<file path="src/rtl/data_mem_uart_tx_pkg.sv">
`default_nettype none
// ============================================================================
// Module      : data_mem_uart_tx_pkg
// Description : Shared FSM encoding, UART frame constants and word-size helper
//               for the DATA_RAM read-out transmitter.
// Revision    : 1.0 - initial release
// ============================================================================
package data_mem_uart_tx_pkg;

    typedef enum logic [2:0] {
        ST_IDLE  = 3'd0,
        ST_FETCH = 3'd1,
        ST_LATCH = 3'd2,
        ST_SEND  = 3'd3,
        ST_WAIT  = 3'd4,
        ST_NEXT  = 3'd5,
        ST_DONE  = 3'd6
    } state_t;

    localparam logic START_BIT  = 1'b0;
    localparam logic STOP_BIT   = 1'b1;
    localparam int   DATA_BITS  = 8;
    localparam int   FRAME_BITS = 10;

    function automatic int bytes_per_word(input int width);
        return (width + DATA_BITS - 1) / DATA_BITS;
    endfunction

endpackage
`default_nettype wire

</file>
<file path="src/rtl/data_mem_uart_tx_uart_tx_byte.sv">
`default_nettype none
// ============================================================================
// Module      : uart_tx_byte
// Description : 8N1 UART byte transmitter, LSB first, idle high.
// Revision    : 1.0 - initial release
// ============================================================================
module uart_tx_byte
    import data_mem_uart_tx_pkg::*;
#(
    parameter int BAUD_DIV = 434
) (
    input  logic       clk,
    input  logic       rst,
    input  logic       txStart,
    input  logic [7:0] txByte,
    output logic       tx,
    output logic       txBusy,
    output logic       txDone
);

    localparam int                  c_BAUD_W    = (BAUD_DIV > 1) ? $clog2(BAUD_DIV) : 1;
    localparam logic [c_BAUD_W-1:0] c_BAUD_LAST = c_BAUD_W'(BAUD_DIV - 1);
    localparam logic [c_BAUD_W-1:0] c_BAUD_ONE  = c_BAUD_W'(1);
    localparam logic [3:0]          c_LAST_BIT  = 4'(FRAME_BITS - 1);

    logic [c_BAUD_W-1:0] r_baudCnt;
    logic [3:0]          r_bitCnt;
    logic [DATA_BITS:0]  r_shift;
    logic                r_tx;
    logic                r_busy;
    logic                w_bitEnd;

    assign w_bitEnd = r_busy && (r_baudCnt == c_BAUD_LAST);
    assign txDone   = w_bitEnd && (r_bitCnt == c_LAST_BIT);
    assign txBusy   = r_busy;
    assign tx       = r_tx;

    // r_shift holds the bits still to go, with the stop bit parked at the top
    always_ff @(posedge clk) begin
        if (rst) begin
            r_baudCnt <= '0;
            r_bitCnt  <= '0;
            r_shift   <= '1;
            r_tx      <= STOP_BIT;
            r_busy    <= 1'b0;
        end else if (!r_busy) begin
            if (txStart) begin
                r_busy    <= 1'b1;
                r_baudCnt <= '0;
                r_bitCnt  <= '0;
                r_shift   <= {STOP_BIT, txByte};
                r_tx      <= START_BIT;
            end
        end else if (w_bitEnd) begin
            r_baudCnt <= '0;
            if (r_bitCnt == c_LAST_BIT) begin
                r_busy <= 1'b0;
                r_tx   <= STOP_BIT;
            end else begin
                r_bitCnt <= r_bitCnt + 4'd1;
                r_tx     <= r_shift[0];
                r_shift  <= {STOP_BIT, r_shift[DATA_BITS:1]};
            end
        end else begin
            r_baudCnt <= r_baudCnt + c_BAUD_ONE;
        end
    end

endmodule
`default_nettype wire

</file>
<file path="src/rtl/data_mem_uart_tx.sv">
`default_nettype none
// ============================================================================
// Module      : data_mem_uart_tx
// Description : Drains a DATA_RAM address range and sends each word, byte 0
//               first, over an 8N1 UART line.
// Revision    : 1.0 - initial release
// ============================================================================
module data_mem_uart_tx
    import data_mem_uart_tx_pkg::*;
#(
    parameter int DATA_MEM_WIDTH      = 12,
    parameter int DATA_MEM_ADDR_WIDTH = 12,
    parameter int START_ADDR          = 0,
    parameter int WORD_COUNT          = 4096,
    parameter int BAUD_DIV            = 434
) (
    input  logic                           clk,
    input  logic                           rst,
    input  logic                           startN,
    output logic [DATA_MEM_ADDR_WIDTH-1:0] dataMemAddr,
    input  logic [DATA_MEM_WIDTH-1:0]      dataMemRdData,
    output logic                           tx,
    output logic                           ready,
    output logic                           done
);

    localparam int c_BYTES  = bytes_per_word(DATA_MEM_WIDTH);
    localparam int c_WORD_W = c_BYTES * DATA_BITS;
    localparam int c_IDX_W  = (c_BYTES > 1) ? $clog2(c_BYTES) : 1;
    localparam int c_CNT_W  = $clog2(WORD_COUNT + 1);

    localparam logic [c_IDX_W-1:0]             c_IDX_LAST = c_IDX_W'(c_BYTES - 1);
    localparam logic [c_IDX_W-1:0]             c_IDX_ONE  = c_IDX_W'(1);
    localparam logic [c_CNT_W-1:0]             c_CNT_LAST = c_CNT_W'(WORD_COUNT - 1);
    localparam logic [c_CNT_W-1:0]             c_CNT_ONE  = c_CNT_W'(1);
    localparam logic [DATA_MEM_ADDR_WIDTH-1:0] c_START    = DATA_MEM_ADDR_WIDTH'(START_ADDR);
    localparam logic [DATA_MEM_ADDR_WIDTH-1:0] c_ADDR_ONE = DATA_MEM_ADDR_WIDTH'(1);

    state_t                         r_state;
    state_t                         w_stateNext;
    logic [DATA_MEM_ADDR_WIDTH-1:0] r_addr;
    logic [c_CNT_W-1:0]             r_wordCnt;
    logic [c_IDX_W-1:0]             r_byteIdx;
    logic [c_WORD_W-1:0]            r_word;

    logic w_txStart;
    logic w_txBusy;
    logic w_txDone;
    logic w_clrRun;
    logic w_latch;
    logic w_advByte;
    logic w_advWord;
    logic w_ready;
    logic w_done;

    always_ff @(posedge clk) begin
        if (rst) begin
            r_state <= ST_IDLE;
        end else begin
            r_state <= w_stateNext;
        end
    end

    always_comb begin
        w_stateNext = r_state;
        w_txStart   = 1'b0;
        w_clrRun    = 1'b0;
        w_latch     = 1'b0;
        w_advByte   = 1'b0;
        w_advWord   = 1'b0;
        w_ready     = 1'b0;
        w_done      = 1'b0;
        case (r_state)
            ST_IDLE: begin
                w_ready = 1'b1;
                if (!startN) begin
                    w_clrRun    = 1'b1;
                    w_stateNext = ST_FETCH;
                end
            end
            ST_FETCH: w_stateNext = ST_LATCH;
            ST_LATCH: begin
                w_latch     = 1'b1;
                w_stateNext = ST_SEND;
            end
            ST_SEND: begin
                w_txStart = 1'b1;
                if (!w_txBusy) begin
                    w_stateNext = ST_WAIT;
                end
            end
            ST_WAIT: begin
                if (w_txDone) begin
                    if (r_byteIdx != c_IDX_LAST) begin
                        w_advByte   = 1'b1;
                        w_stateNext = ST_SEND;
                    end else begin
                        w_stateNext = ST_NEXT;
                    end
                end
            end
            ST_NEXT: begin
                w_advWord   = 1'b1;
                w_stateNext = (r_wordCnt == c_CNT_LAST) ? ST_DONE : ST_FETCH;
            end
            ST_DONE: begin
                w_ready = 1'b1;
                w_done  = 1'b1;
                if (!startN) begin
                    w_clrRun    = 1'b1;
                    w_stateNext = ST_FETCH;
                end
            end
            default: w_stateNext = ST_IDLE;
        endcase
    end

    // Word is zero-extended on capture and shifted down so byte 0 is always at [7:0]
    always_ff @(posedge clk) begin
        if (rst) begin
            r_addr    <= c_START;
            r_wordCnt <= '0;
            r_byteIdx <= '0;
            r_word    <= '0;
        end else begin
            if (w_clrRun) begin
                r_addr    <= c_START;
                r_wordCnt <= '0;
            end
            if (w_latch) begin
                r_word    <= c_WORD_W'(dataMemRdData);
                r_byteIdx <= '0;
            end
            if (w_advByte) begin
                r_byteIdx <= r_byteIdx + c_IDX_ONE;
                r_word    <= r_word >> DATA_BITS;
            end
            if (w_advWord) begin
                r_addr    <= r_addr + c_ADDR_ONE;
                r_wordCnt <= r_wordCnt + c_CNT_ONE;
            end
        end
    end

    uart_tx_byte #(
        .BAUD_DIV (BAUD_DIV)
    ) u_uart_tx_byte (
        .clk     (clk),
        .rst     (rst),
        .txStart (w_txStart),
        .txByte  (r_word[7:0]),
        .tx      (tx),
        .txBusy  (w_txBusy),
        .txDone  (w_txDone)
    );

    assign dataMemAddr = r_addr;
    assign ready       = w_ready;
    assign done        = w_done;

endmodule
`default_nettype wire

</file>
<file path="config.mk">
export PLATFORM = sky130hd
export DESIGN_NAME = data_mem_uart_tx
export DESIGN_NICKNAME = d
export VERILOG_FILES = /design/src/rtl/data_mem_uart_tx_pkg.sv /design/src/rtl/data_mem_uart_tx_uart_tx_byte.sv /design/src/rtl/data_mem_uart_tx.sv
export SDC_FILE = /design/constraint.sdc
export NUM_CORES = 1
export LEC_CHECK = 0
export CAP_MARGIN = 30
export CORE_ASPECT_RATIO = 0.6
export CORE_UTILIZATION = 57
export CTS_CLUSTER_DIAMETER = 50
export DETAILED_ROUTE_END_ITERATION = 10
export PLACE_DENSITY = 0.78
export SETUP_SLACK_MARGIN = 0.4
export SYNTH_ARGS = -nofsm -noshare
export SYNTH_HDL_FRONTEND = slang
export SYNTH_SLANG_ARGS = --single-unit
</file>
<file path="constraint.sdc">
create_clock -name clk -period 2.2 [get_ports clk]
set_input_delay 0.44 -clock clk [delete_from_list [all_inputs] [get_ports clk]]
set_output_delay 0.44 -clock clk [all_outputs]
set_load 0.05 [all_outputs]
</file>
==> run_summary.xml, run 1 <==
<?xml version="1.0" encoding="UTF-8"?>
<metrics>
  <group name="setup_path">
    <metric name="crit_end" unit="">r_state[2]</metric>
    <metric name="reg2reg_to" unit="">r_state[2]</metric>
    <metric name="r2r_startpoint" unit="">u_uart_tx_byte.txBusy</metric>
    <metric name="worst-endpoint-arrival" unit="ps">2030</metric>
    <metric name="crit_start" unit="">u_uart_tx_byte.txBusy</metric>
    <metric name="worst-r2r-cell-count" unit="">5</metric>
    <metric name="crit_path_max_fanout" unit="">13</metric>
    <metric name="worst-r2r-setup-slack" unit="ps">410</metric>
    <metric name="timing.critical_path.from_type" unit="">flip-flop</metric>
    <metric name="required" unit="ps">2440</metric>
    <metric name="worstSetupEndpointType" unit="">flip-flop</metric>
    <metric name="critPathKind" unit="">flip-flop to flip-flop</metric>
  </group>
  <group name="layout">
    <metric name="fill_cells" unit="">385</metric>
    <metric name="nNetsFinal" unit="">449</metric>
    <metric name="most_common_cell_after_layout_fill_and_taps_aside" unit="">sky130_fd_sc_hd__dfxtp_1</metric>
    <metric name="synthToLayoutAreaGrowth" unit="%">24.8</metric>
    <metric name="postLayoutCoreUtil" unit="%">77.0</metric>
    <metric name="stdcell_count" unit="">509</metric>
    <metric name="multi_input_area" unit="um2">1890</metric>
    <metric name="register_area" unit="um2">1290</metric>
    <metric name="layout-drive-gt1-share" unit="%">19.0</metric>
    <metric name="insertedDiodeCount" unit="">0</metric>
    <metric name="mostFrequentLayoutCells" unit="">sky130_fd_sc_hd__dfxtp_1 (59), sky130_fd_sc_hd__nand2_1 (51), sky130_fd_sc_hd__a21oi_1 (33)</metric>
  </group>
  <group name="sta">
    <metric name="maxSlewHeadroom" unit="%">66.3</metric>
    <metric name="final-setup-viol-count" unit="">0</metric>
    <metric name="fin_ws" unit="ps">406</metric>
    <metric name="fmax" unit="MHz">557</metric>
    <metric name="layout_min_cycle_time" unit="ps">1790</metric>
    <metric name="finalCritPeriodShare" unit="%">81.5</metric>
    <metric name="finalClockSkew" unit="ps">6.56</metric>
    <metric name="worst_slew_pin_slew" unit="ps">507</metric>
    <metric name="maxSlewViolCount" unit="">0</metric>
    <metric name="rsz_0062_raised_after_global_routing" unit="">no</metric>
    <metric name="finalHoldViolCount" unit="">0</metric>
    <metric name="timing.setup.tns" unit="ps">0</metric>
  </group>
  <group name="global_route">
    <metric name="grt_max_degree" unit="">46</metric>
    <metric name="first_global_vias" unit="">2673</metric>
    <metric name="global_route.overflow_total" unit="">0</metric>
    <metric name="grt_antenna_before_repair" unit="">0</metric>
    <metric name="grt_util_all_layers" unit="%">28.0</metric>
    <metric name="grt_first_pass_wirelength" unit="um">13000</metric>
  </group>
  <group name="cts">
    <metric name="clock_tree.htree_level_count" unit="">3</metric>
    <metric name="clock_sinks" unit="">64</metric>
    <metric name="worst_setup_hold_path_clk_slew" unit="ps">70</metric>
    <metric name="worst_skew_pair.late_latency" unit="ps">340</metric>
    <metric name="cts_tree" unit="">done</metric>
    <metric name="clock_tree.buffer_depth" unit="">2</metric>
    <metric name="clock-root-buffer" unit="">sky130_fd_sc_hd__clkbuf_8</metric>
    <metric name="number_of_buffers_created_by_cts" unit="">9</metric>
    <metric name="cts-hold-fix-buffers" unit="">0</metric>
  </group>
  <group name="route">
    <metric name="drt_pre_antenna_iters" unit="">6</metric>
    <metric name="wl" unit="um">8480</metric>
    <metric name="drc" unit="">0</metric>
    <metric name="wl_met3" unit="um">592</metric>
    <metric name="initialDrtViolationCount" unit="">386</metric>
    <metric name="topRoutingLayerUsed" unit="">met4</metric>
    <metric name="routedWlPerCell" unit="um">16.7</metric>
    <metric name="vias_per_cell" unit="">6.19</metric>
    <metric name="wl_met1" unit="um">4040</metric>
    <metric name="wl_met2" unit="um">3780</metric>
    <metric name="number_of_routed_nets_with_antenna_violations" unit="">0</metric>
    <metric name="dr_total_vias" unit="">3153</metric>
  </group>
  <group name="die">
    <metric name="die_h" unit="um">60.5</metric>
    <metric name="design.core.area" unit="um2">5280</metric>
    <metric name="starting_density_of_the_core" unit="%">61.7</metric>
    <metric name="i_o_pin_count" unit="">30</metric>
    <metric name="die_area" unit="um2">6030</metric>
    <metric name="row_count" unit="">20</metric>
    <metric name="die_width" unit="um">99.6</metric>
  </group>
  <group name="synth">
    <metric name="async_reset_ff_share" unit="%">0</metric>
    <metric name="syn_area" unit="um2">3260</metric>
    <metric name="synth-edff-count" unit="">0</metric>
    <metric name="instance_count_of_the_mapped_netlist" unit="">384</metric>
    <metric name="yosys_warnings" unit="">0</metric>
    <metric name="synth_nets" unit="">405</metric>
    <metric name="synth.lib_cells_used.distinct" unit="">54</metric>
    <metric name="ys.flop_type" unit="">sky130_fd_sc_hd__dfxtp_1</metric>
    <metric name="synth_sequential_area_ratio" unit="%">39.4</metric>
    <metric name="synth_area_per_cell" unit="um2">8.48</metric>
    <metric name="ys_ff_latch" unit="">64</metric>
  </group>
  <group name="power_and_ir_drop">
    <metric name="leakage_power" unit="nW">1.53</metric>
    <metric name="design_power_total" unit="mW">3.98</metric>
    <metric name="pwr_density_cell" unit="nW/um2">980</metric>
    <metric name="power.ir.vdd_worst" unit="mV">0.534</metric>
  </group>
  <group name="flow_run">
    <metric name="max_cap_violations" unit="">0</metric>
  </group>
  <group name="placed_design">
    <metric name="dp.final_hpwl" unit="um">5320</metric>
    <metric name="gp_routability_congestion" unit="">0.864</metric>
    <metric name="buffer_ports.inserted" unit="">29</metric>
    <metric name="dp_worst_setup_slack" unit="ps">204</metric>
    <metric name="dp.cells" unit="">479</metric>
  </group>
  <group name="hold_path">
    <metric name="hold_path.class" unit="">flip-flop to flip-flop</metric>
  </group>
  <group name="run_status">
    <metric name="outcome" unit="">complete, no violations</metric>
  </group>
</metrics>
## worst min-delay path by stage
stage            endpoint  cells after the start        from
2_1_floorplan   r_word[4]                      2   r_word[4]
3_3_place_gp    r_word[4]                      2   r_word[4]
3_5_place_dp   r_word[11]                      2  r_word[11]
4_1_cts         r_word[6]                      2   r_word[6]
5_1_grt         r_word[8]                      2   r_word[8]
6_report       r_word[11]                      2  r_word[11]
## through the flow
stage,hold slack [ps],cell area [um2]
3_3_place_gp,444,3650
6_report,462,4060
2_1_floorplan,434,3260
5_1_grt,485,4060
4_1_cts,460,3890
3_5_place_dp,452,3650
## registers in the layout (all words and copies together) (netlist names)
register	cells
u_uart_tx_byte.tx	1
r_word	12
u_uart_tx_byte.r_baudCnt	9
u_uart_tx_byte.txBusy	1
dataMemAddr	12
r_byteIdx	1
u_uart_tx_byte.r_bitCnt	4
r_wordCnt	13
u_uart_tx_byte.r_shift	8
r_state	3
## cell usage after synthesis, drive strengths merged (7+ instances only)
cell type | instances | area [um2]
dfxtp | 64 | 1280
nand2 | 53 | 199
a21oi | 33 | 165
nor2 | 22 | 82.6
nand3 | 19 | 95.1
a311oi | 15 | 131
buf | 13 | 77.6
nor3 | 13 | 70.1
o21ai | 13 | 65.1
mux2i | 12 | 120
clkbuf | 11 | 41.3
nand4 | 11 | 87.6
inv | 10 | 37.5
a31oi | 8 | 50.1
or3 | 8 | 50.1
mux2 | 7 | 78.8
## what timing repair did
action / 4_1_cts / 5_1_grt
cloned: 0 / 1
buffers inserted: 1 / 13
setup endpoints to repair: 43 / 43
pin swaps: 1 / 3
resized for setup: 23 / 23
## layer usage
layer  vias up  track usage [%]
met5         -                0
met4         0             8.40
met3         9             8.18
met2       127             43.2
met1      1503             38.5
li1       1514                -
## where the power goes
group	total [mW]	switching, mW	internal [mW]
Clock	1.13	0.440	0.692
Combinational	1.44	0.793	0.652
Sequential	1.41	0.121	1.29
## critical path: stages (launching register included)
cell                      delay [ps]
sky130_fd_sc_hd__dfxtp_1         420
sky130_fd_sc_hd__buf_4           250
sky130_fd_sc_hd__and3b_1         190
sky130_fd_sc_hd__o21ai_0         340
sky130_fd_sc_hd__nand3_1         210
sky130_fd_sc_hd__o221a_2         280
## cells by family after synthesis
logic type / count (synthesis) / share of synthesized area, %
buffers and inverters: 34 / 4.80
and+or+nand+nor: 164 / 27.6
muxes: 19 / 6.11
AOI/OAI and AO/OA: 92 / 18.5
DFF: 64 / 39.4
adders and majority gates: 6 / 2.31
xor gates and xnor gates: 5 / 1.35
## cell type report
| cell class | count | share of cell area, % |
|---|---|---|
| clock inverter | 3 | 1.60 |
| sequential | 64 | 31.9 |
| multi-input combinational | 286 | 46.4 |
| clock buffer | 12 | 3.82 |
| timing repair buffer | 57 | 13.0 |
| inverter | 10 | 0.924 |
| tap | 77 | 2.37 |
Power figures use the tool's default switching activity.
==> inputs of run 2 (changes only) <==
Clock period 2.2 ns to 1.78 ns, I/O delays scaled along.
==> run_summary.xml, run 2 <==
<?xml version="1.0" encoding="UTF-8"?>
<metrics>
  <group name="run_status">
    <metric name="outcome" unit="">aborted with a tool error</metric>
    <metric name="error_line" unit="">[ERROR DPL-0038] Utilization greater than 100%, impossible to legalize</metric>
    <metric name="failed_stage" unit="">global routing (5_1_grt)</metric>
  </group>
  <group name="synth">
    <metric name="synth.lib_cells_used.distinct" unit="">54</metric>
    <metric name="yosys-top-cells-count" unit="">sky130_fd_sc_hd__dfxtp_1 (64), sky130_fd_sc_hd__nand2_1 (53), sky130_fd_sc_hd__a21oi_1 (33)</metric>
    <metric name="syn_area" unit="um2">3260</metric>
    <metric name="ys_ff_latch" unit="">64</metric>
    <metric name="synth_area_per_cell" unit="um2">8.48</metric>
    <metric name="synth_nets" unit="">405</metric>
    <metric name="instance_count_of_the_mapped_netlist" unit="">384</metric>
    <metric name="yosysMostFrequentCell" unit="">sky130_fd_sc_hd__dfxtp_1</metric>
    <metric name="netlist.area_leader.share" unit="%">39.4</metric>
    <metric name="ys_top_cells_by_area" unit="">sky130_fd_sc_hd__dfxtp_1 (39%), sky130_fd_sc_hd__nand2_1 (6.1%), sky130_fd_sc_hd__a21oi_1 (5.1%)</metric>
    <metric name="yosys_warnings" unit="">0</metric>
    <metric name="synth_area_leader_cell" unit="">sky130_fd_sc_hd__dfxtp_1</metric>
    <metric name="ys.flop_type" unit="">sky130_fd_sc_hd__dfxtp_1</metric>
    <metric name="async_reset_ff_share" unit="%">0</metric>
    <metric name="synth_sequential_area_ratio" unit="%">39.4</metric>
    <metric name="synth-edff-count" unit="">0</metric>
  </group>
  <group name="cts">
    <metric name="cts-hold-fix-buffers" unit="">0</metric>
    <metric name="clock-root-buffer" unit="">sky130_fd_sc_hd__clkbuf_8</metric>
    <metric name="clock_sinks" unit="">64</metric>
    <metric name="number_of_buffers_created_by_cts" unit="">9</metric>
    <metric name="clock_tree.buffer_depth" unit="">2</metric>
    <metric name="clock_tree.htree_level_count" unit="">3</metric>
  </group>
  <group name="sta">
    <metric name="worst_endpoint_kind" unit="">top-level output</metric>
    <metric name="globalroute.repair_timing.worst_endpoint" unit="">ready</metric>
  </group>
  <group name="placed_design">
    <metric name="buffer_ports.inserted" unit="">29</metric>
    <metric name="gp_routability_congestion" unit="">0.807</metric>
    <metric name="dp_worst_setup_slack" unit="ps">-134</metric>
    <metric name="dp.final_hpwl" unit="um">5850</metric>
  </group>
  <group name="die">
    <metric name="die_width" unit="um">99.6</metric>
    <metric name="starting_density_of_the_core" unit="%">61.7</metric>
    <metric name="i_o_pin_count" unit="">30</metric>
    <metric name="row_count" unit="">20</metric>
    <metric name="die_h" unit="um">60.5</metric>
  </group>
  <group name="global_route">
    <metric name="grt_max_degree" unit="">31</metric>
  </group>
</metrics>
-- run 2: cell counts after synthesis --
Identical to the previous run, type by type.
-- run 2: timing repair --
action	CTS
pin swaps	51
cloned	3
gates resized for setup	80
buffers inserted	52
endpoints found under the setup margin	66
-- run 2: logic make-up after synthesis --
group           after synthesis  share of synthesized area, %
simple gates                164                          27.6
flops                        64                          39.4
mux                          19                          6.11
fa+ha+maj                     6                          2.31
compound gates               92                          18.5
xor+xnor                      5                          1.35
buf+inv                      34                          4.80
-- run 2: per-stage QoR --
step	setup TNS [ps]	util (%)	hold slack, ps	cell area (um2)	std cells
detailed placement	-348	73.4	454	3880	495
CTS	0	92.5	463	4880	566
global placement	-27.8	73.4	443	3880	495
floorplan	0	-	434	3440	384
==> inputs of run 3 (changes only) <==
Settings changed: CORE_ASPECT_RATIO 0.6 to default, CORE_UTILIZATION 57 to 40, CTS_CLUSTER_DIAMETER 50 to default, PLACE_DENSITY 0.78 to default, PLACE_DENSITY_LB_ADDON from default to 0.15, SETUP_SLACK_MARGIN 0.4 to default.
==> run_summary.xml, run 3 (synthesis gave the netlist of run 1 again) <==
<?xml version="1.0" encoding="UTF-8"?>
<metrics>
  <group name="run_status">
    <metric name="outcome" unit="">complete, no violations</metric>
  </group>
  <group name="power_and_ir_drop">
    <metric name="power.ir.vdd_worst" unit="mV">0.473</metric>
    <metric name="power_frac_seq" unit="%">36.4</metric>
    <metric name="clock_power_share" unit="%">28.3</metric>
    <metric name="power.internal" unit="mW">3.03</metric>
    <metric name="sw_frac_of_total" unit="%">34.2</metric>
    <metric name="pwr_density_cell" unit="nW/um2">1130</metric>
    <metric name="leakage_power" unit="nW">1.53</metric>
    <metric name="portion_of_total_power_attributed_to_combinational_logic" unit="%">35.3</metric>
    <metric name="netSwitchingPower" unit="mW">1.57</metric>
  </group>
  <group name="die">
    <metric name="die_h" unit="um">92.2</metric>
    <metric name="design.core.area" unit="um2">7810</metric>
    <metric name="die_width" unit="um">92.2</metric>
    <metric name="i_o_pin_count" unit="">30</metric>
    <metric name="row_count" unit="">32</metric>
    <metric name="die_area" unit="um2">8500</metric>
    <metric name="starting_density_of_the_core" unit="%">41.7</metric>
  </group>
  <group name="sta">
    <metric name="finalCritPeriodShare" unit="%">95.8</metric>
    <metric name="layout_min_cycle_time" unit="ps">1710</metric>
    <metric name="timing.setup.tns" unit="ps">0</metric>
    <metric name="worst_slew_pin_slew" unit="ps">411</metric>
    <metric name="finalClockSkew" unit="ps">13.5</metric>
    <metric name="final-setup-viol-count" unit="">0</metric>
    <metric name="maxSlewHeadroom" unit="%">72.4</metric>
    <metric name="fmax" unit="MHz">586</metric>
    <metric name="finalHoldViolCount" unit="">0</metric>
    <metric name="maxSlewViolCount" unit="">0</metric>
  </group>
  <group name="route">
    <metric name="number_of_routed_nets_with_antenna_violations" unit="">0</metric>
    <metric name="routedWlPerCell" unit="um">13.6</metric>
    <metric name="vias_per_cell" unit="">5.48</metric>
    <metric name="wl" unit="um">7380</metric>
    <metric name="drc" unit="">0</metric>
    <metric name="initialDrtViolationCount" unit="">157</metric>
    <metric name="drt_pre_antenna_iters" unit="">4</metric>
    <metric name="dr_total_vias" unit="">2968</metric>
  </group>
  <group name="layout">
    <metric name="nNetsFinal" unit="">456</metric>
    <metric name="largest_register_ff_count" unit="">13</metric>
    <metric name="mostFrequentLayoutCells" unit="">sky130_fd_sc_hd__dfxtp_1 (62), sky130_fd_sc_hd__nand2_1 (52), sky130_fd_sc_hd__buf_4 (46)</metric>
    <metric name="fill_cells" unit="">748</metric>
    <metric name="layout-drive-gt1-share" unit="%">21.4</metric>
    <metric name="synthToLayoutAreaGrowth" unit="%">24.8</metric>
    <metric name="postLayoutCoreUtil" unit="%">52.1</metric>
    <metric name="most_common_cell_after_layout_fill_and_taps_aside" unit="">sky130_fd_sc_hd__dfxtp_1</metric>
    <metric name="largest_register" unit="">r_wordCnt</metric>
    <metric name="stdcell_area" unit="um2">4060</metric>
    <metric name="insertedDiodeCount" unit="">0</metric>
  </group>
  <group name="global_route">
    <metric name="grt_antenna_before_repair" unit="">0</metric>
    <metric name="grt_first_pass_wirelength" unit="um">12800</metric>
    <metric name="first_global_vias" unit="">2733</metric>
    <metric name="global_route.overflow_total" unit="">0</metric>
    <metric name="grt_max_degree" unit="">31</metric>
    <metric name="grt_util_all_layers" unit="%">18.7</metric>
  </group>
  <group name="placed_design">
    <metric name="dp.final_hpwl" unit="um">5190</metric>
    <metric name="gp_routability_congestion" unit="">0.804</metric>
    <metric name="buffer_ports.inserted" unit="">29</metric>
    <metric name="placed_cell_area" unit="um2">3820</metric>
  </group>
  <group name="cts">
    <metric name="clock-root-buffer" unit="">sky130_fd_sc_hd__clkbuf_8</metric>
    <metric name="number_of_buffers_created_by_cts" unit="">9</metric>
    <metric name="clock_tree.htree_level_count" unit="">3</metric>
    <metric name="clock_tree.buffer_depth" unit="">2</metric>
    <metric name="cts_tree" unit="">done</metric>
    <metric name="worst_skew_pair.late_latency" unit="ps">340</metric>
    <metric name="clock_sinks" unit="">64</metric>
    <metric name="worst_setup_hold_path_clk_slew" unit="ps">70</metric>
    <metric name="cts-hold-fix-buffers" unit="">0</metric>
  </group>
  <group name="setup_path">
    <metric name="worstPathCellList" unit="">buf_4 &gt; xor2_1 &gt; nor2_2 &gt; buf_12</metric>
    <metric name="critical_path_buf_inv_count" unit="">2</metric>
    <metric name="worstSetupEndpointType" unit="">output pin</metric>
    <metric name="worst_path_dominant_cell_family" unit="">flip-flops</metric>
    <metric name="timing.critical_path.from_type" unit="">flip-flop</metric>
    <metric name="critPathKind" unit="">flip-flop to output pin</metric>
    <metric name="worst-r2r-setup-slack" unit="ps">100</metric>
    <metric name="reg2reg_to" unit="">r_word[0]</metric>
    <metric name="required" unit="ps">1420</metric>
    <metric name="worst-endpoint-arrival" unit="ps">1350</metric>
    <metric name="delay_of_the_slowest_cell_on_the_worst_path" unit="ps">370</metric>
    <metric name="crit_path_max_fanout" unit="">7</metric>
    <metric name="crit_path_slowest_cell" unit="">sky130_fd_sc_hd__dfxtp_2</metric>
    <metric name="worst-r2r-cell-count" unit="">7</metric>
    <metric name="r2r_startpoint" unit="">u_uart_tx_byte.r_baudCnt[1]</metric>
  </group>
  <group name="hold_path">
    <metric name="timing.hold.worst.start" unit="">r_word[5]</metric>
    <metric name="hold_path.class" unit="">flip-flop to flip-flop</metric>
    <metric name="worstHoldPathCells" unit="">2</metric>
    <metric name="hold-path-endpoint" unit="">r_word[5]</metric>
  </group>
  <group name="flow_run">
    <metric name="max_cap_violations" unit="">0</metric>
  </group>
</metrics>
[run 3: power groups by stage]
stage                     clock network [mW]  registers, mW  logic, mW
final                                   1.30           1.68       1.62
after global routing                    1.40           1.70       1.78
after CTS                               1.33           1.67       1.61
after detailed placement                   0           1.70       1.60
after global placement                     0           1.70       1.59
after floorplan                            0           1.69       1.02
[run 3: how the worst max path moves through the flow]
stage                     cells past startpoint                          end  slack [ps]                        start
after CTS                                     4                        ready          20                   r_state[2]
after detailed placement                      5                   r_state[2]         -60                       startN
after floorplan                               8    u_uart_tx_byte.r_shift[0]          20  u_uart_tx_byte.r_baudCnt[1]
after global routing                          7  u_uart_tx_byte.r_baudCnt[6]         -10  u_uart_tx_byte.r_baudCnt[1]
after global placement                        5                   r_state[2]           2                       startN
final                                         4                        ready          70                   r_state[2]
[run 3: what timing repair did]
action,CTS,global route
setup buffers,0,1
cloned,0,0
endpoints found under the setup margin,1,16
gates resized for setup,1,7
pin swaps,0,2
[run 3: per-stage QoR]
step / hold WS, ps / total power [mW] / worst slack (ps) / instances
after global placement: 446 / 3.30 / 1.87 / 525
after floorplan: 434 / 2.71 / 20.7 / 384
after CTS: 460 / 4.62 / 16.8 / 541
after global routing: 481 / 4.88 / -14.1 / 542
after detailed placement: 450 / 3.31 / -55.3 / 525
final: 456 / 4.60 / 74.9 / 542
[run 3: cell type report]
type                       count  area [um2]  share of cell area, %
clock inverter                 5        55.1                   1.35
inverter                      10        37.5                  0.924
clock buffer                  11         151                   3.73
timing repair buffer          64         566                   13.9
sequential                    64        1280                   31.6
multi-input combinational    286        1840                   45.4
tap                          102         128                   3.14
[run 3: per-layer routing]
metal | global-route usage (%) | vias up | wire [um]
met2 | 29.0 | 69 | 3210
li1 | - | 1524 | -
met3 | 3.15 | 7 | 279
met1 | 25.8 | 1368 | 3820
met5 | 0 | - | 0
met4 | 7.16 | 0 | 76
[run 3: worst min-delay path: cells and delay by family, from the launching register on]
family / cells / cell delay (ps)
AO/OA/AOI/OAI: 1 / 50
flip-flops: 1 / 310
AND/OR/NAND/NOR: 1 / 50
==> inputs of run 4 (changes only) <==
Settings changed: GPL_TIMING_DRIVEN from default to 0.
==> run_summary.xml, run 4 (synthesis gave the netlist of run 1 again) <==
<?xml version="1.0" encoding="UTF-8"?>
<metrics>
  <group name="setup_path">
    <metric name="worstPathCellList" unit="">dlygate4sd2_1</metric>
    <metric name="critPathKind" unit="">flip-flop to output pin</metric>
    <metric name="crit_path_slowest_cell" unit="">sky130_fd_sc_hd__dlygate4sd2_1</metric>
    <metric name="worst-r2r-setup-slack" unit="ps">100</metric>
    <metric name="critical_path_buf_inv_count" unit="">1</metric>
    <metric name="timing.critical_path.from_type" unit="">flip-flop</metric>
    <metric name="delay_of_the_slowest_cell_on_the_worst_path" unit="ps">560</metric>
    <metric name="r2r_startpoint" unit="">u_uart_tx_byte.r_baudCnt[2]</metric>
    <metric name="crit_path_max_fanout" unit="">7</metric>
    <metric name="worst-r2r-cell-count" unit="">8</metric>
    <metric name="timing.critical_path.depth" unit="">1</metric>
    <metric name="worstSetupEndpointType" unit="">output pin</metric>
    <metric name="worst_path_dominant_cell_family" unit="">buffers and inverters</metric>
    <metric name="worst-endpoint-arrival" unit="ps">1330</metric>
    <metric name="required" unit="ps">1420</metric>
    <metric name="reg2reg_to" unit="">u_uart_tx_byte.r_baudCnt[7]</metric>
  </group>
  <group name="global_route">
    <metric name="grt_antenna_before_repair" unit="">0</metric>
    <metric name="met2_usage" unit="%">31.2</metric>
    <metric name="grt_util_all_layers" unit="%">19.3</metric>
    <metric name="grt_max_degree" unit="">11</metric>
    <metric name="grt_first_pass_wirelength" unit="um">13000</metric>
    <metric name="global_route.overflow_total" unit="">0</metric>
    <metric name="groute.layer.met1.usage" unit="%">25.5</metric>
    <metric name="globalRoute.busiestLayer" unit="">met2</metric>
    <metric name="first_global_vias" unit="">2743</metric>
    <metric name="global_route.usage.met3" unit="%">2.74</metric>
  </group>
  <group name="sta">
    <metric name="maxSlewHeadroom" unit="%">51.8</metric>
    <metric name="fin_ws" unit="ps">90.2</metric>
    <metric name="finalClockSkew" unit="ps">10.8</metric>
    <metric name="timing.setup.tns" unit="ps">0</metric>
    <metric name="final-setup-viol-count" unit="">0</metric>
    <metric name="maxSlewViolCount" unit="">0</metric>
    <metric name="finalCritPeriodShare" unit="%">94.9</metric>
    <metric name="layout_min_cycle_time" unit="ps">1690</metric>
    <metric name="worst_slew_pin_slew" unit="ps">717</metric>
    <metric name="fmax" unit="MHz">592</metric>
    <metric name="finalHoldViolCount" unit="">0</metric>
  </group>
  <group name="placed_design">
    <metric name="placed_cell_area" unit="um2">3660</metric>
    <metric name="gp_routability_congestion" unit="">0.793</metric>
    <metric name="dp_worst_setup_slack" unit="ps">-445</metric>
    <metric name="buffer_ports.inserted" unit="">28</metric>
    <metric name="dp.final_hpwl" unit="um">5340</metric>
  </group>
  <group name="cts">
    <metric name="clock_tree.htree_level_count" unit="">3</metric>
    <metric name="clock-root-buffer" unit="">sky130_fd_sc_hd__clkbuf_8</metric>
    <metric name="worst_setup_hold_path_clk_slew" unit="ps">70</metric>
    <metric name="number_of_buffers_created_by_cts" unit="">9</metric>
    <metric name="cts-hold-fix-buffers" unit="">0</metric>
    <metric name="cts_tree" unit="">done</metric>
    <metric name="clock_tree.buffer_depth" unit="">2</metric>
    <metric name="worst_skew_pair.late_latency" unit="ps">340</metric>
    <metric name="clock_sinks" unit="">64</metric>
  </group>
  <group name="layout">
    <metric name="register_area" unit="um2">1290</metric>
    <metric name="synthToLayoutAreaGrowth" unit="%">22.3</metric>
    <metric name="fill_cells" unit="">774</metric>
    <metric name="stdcell_area" unit="um2">3980</metric>
    <metric name="insertedDiodeCount" unit="">0</metric>
    <metric name="multi_input_area" unit="um2">1910</metric>
    <metric name="layout-drive-gt1-share" unit="%">16.7</metric>
    <metric name="largest_register" unit="">r_wordCnt</metric>
    <metric name="largest_register_ff_count" unit="">13</metric>
    <metric name="nNetsFinal" unit="">447</metric>
    <metric name="mostFrequentLayoutCells" unit="">sky130_fd_sc_hd__dfxtp_1 (60), sky130_fd_sc_hd__nand2_1 (51), sky130_fd_sc_hd__a21oi_1 (33)</metric>
    <metric name="most_common_cell_after_layout_fill_and_taps_aside" unit="">sky130_fd_sc_hd__dfxtp_1</metric>
  </group>
  <group name="die">
    <metric name="row_count" unit="">32</metric>
    <metric name="design.core.area" unit="um2">7810</metric>
    <metric name="i_o_pin_count" unit="">30</metric>
    <metric name="starting_density_of_the_core" unit="%">41.7</metric>
    <metric name="die_area" unit="um2">8500</metric>
    <metric name="die_h" unit="um">92.2</metric>
    <metric name="die_width" unit="um">92.2</metric>
  </group>
  <group name="route">
    <metric name="vias_per_cell" unit="">5.64</metric>
    <metric name="wl" unit="um">7820</metric>
    <metric name="drt_pre_antenna_iters" unit="">4</metric>
    <metric name="drc" unit="">0</metric>
    <metric name="dr_total_vias" unit="">2999</metric>
    <metric name="initialDrtViolationCount" unit="">132</metric>
    <metric name="routedWlPerCell" unit="um">14.7</metric>
    <metric name="number_of_routed_nets_with_antenna_violations" unit="">0</metric>
  </group>
  <group name="power_and_ir_drop">
    <metric name="power.ir.vdd_worst" unit="mV">0.511</metric>
    <metric name="leakage_power" unit="nW">1.51</metric>
    <metric name="pwr_density_cell" unit="nW/um2">1110</metric>
  </group>
  <group name="hold_path">
    <metric name="hold_path.class" unit="">flip-flop to flip-flop</metric>
    <metric name="hold-path-endpoint" unit="">r_word[11]</metric>
    <metric name="worstHoldPathCells" unit="">2</metric>
    <metric name="timing.hold.worst.start" unit="">r_word[11]</metric>
  </group>
  <group name="run_status">
    <metric name="outcome" unit="">complete, no violations</metric>
  </group>
  <group name="flow_run">
    <metric name="max_cap_violations" unit="">0</metric>
  </group>
</metrics>
[run 4: changes by cell type in the layout (fill, tap and decap cells not counted), moves of 4 or more]
| cell | delta |
|---|---|
| sky130_fd_sc_hd__buf_2 | +5 |
| sky130_fd_sc_hd__dlygate4sd2_1 | +13 |
| sky130_fd_sc_hd__clkbuf_1 | +8 |
| sky130_fd_sc_hd__buf_12 | -4 |
| sky130_fd_sc_hd__buf_4 | -38 |
| sky130_fd_sc_hd__buf_6 | +5 |
[run 4: metrics by stage]
step	hold WS, ps	instances	total power, mW	utilization (%)
after floorplan	434	384	2.71	-
after global placement	444	514	3.07	46.9
after detailed placement	447	514	3.09	46.9
after CTS	456	529	4.32	49.6
after global routing	475	532	4.67	51.0
final	455	532	4.41	51.0
[run 4: what timing repair did]
action	in CTS	in global routing
pin swaps	3	6
setup buffers	1	4
gates resized for setup	32	28
setup endpoints to repair	53	47
cloned	0	1
[run 4: routing by layer]
metal	vias up	part of all wire, %
met1	1425	48
li1	1511	-
met2	57	47
met4	0	1.1
met5	-	0
met3	6	4.2
[run 4: cell type report]
type                       count  share of cell area, %
clock inverter                 4                   1.13
multi-input combinational    287                   48.0
clock buffer                  11                   3.55
tap                          102                   3.20
timing repair buffer          33                   7.48
sequential                    64                   32.3
buffer                        21                   3.36
inverter                      10                  0.943
[run 4: power breakdown]
group | internal [mW] | switching, mW | leakage (nW) | total (mW)
clock network | 0.670 | 0.542 | 0.0989 | 1.21
registers | 1.57 | 0.0912 | 0.519 | 1.66
logic | 0.601 | 0.935 | 0.887 | 1.54
[run 4: worst max-delay path by stage]
stage / slack, ps / startpoint / to
after floorplan: 20 / u_uart_tx_byte.r_baudCnt[1] / u_uart_tx_byte.r_shift[0]
after global placement: -410 / startN / dataMemAddr[3]
after CTS: -3 / r_state[0] / ready
final: 90 / dataMemAddr[2] / dataMemAddr[2]
after global routing: -10 / r_state[1] / r_word[0]
after detailed placement: -440 / startN / dataMemAddr[10]
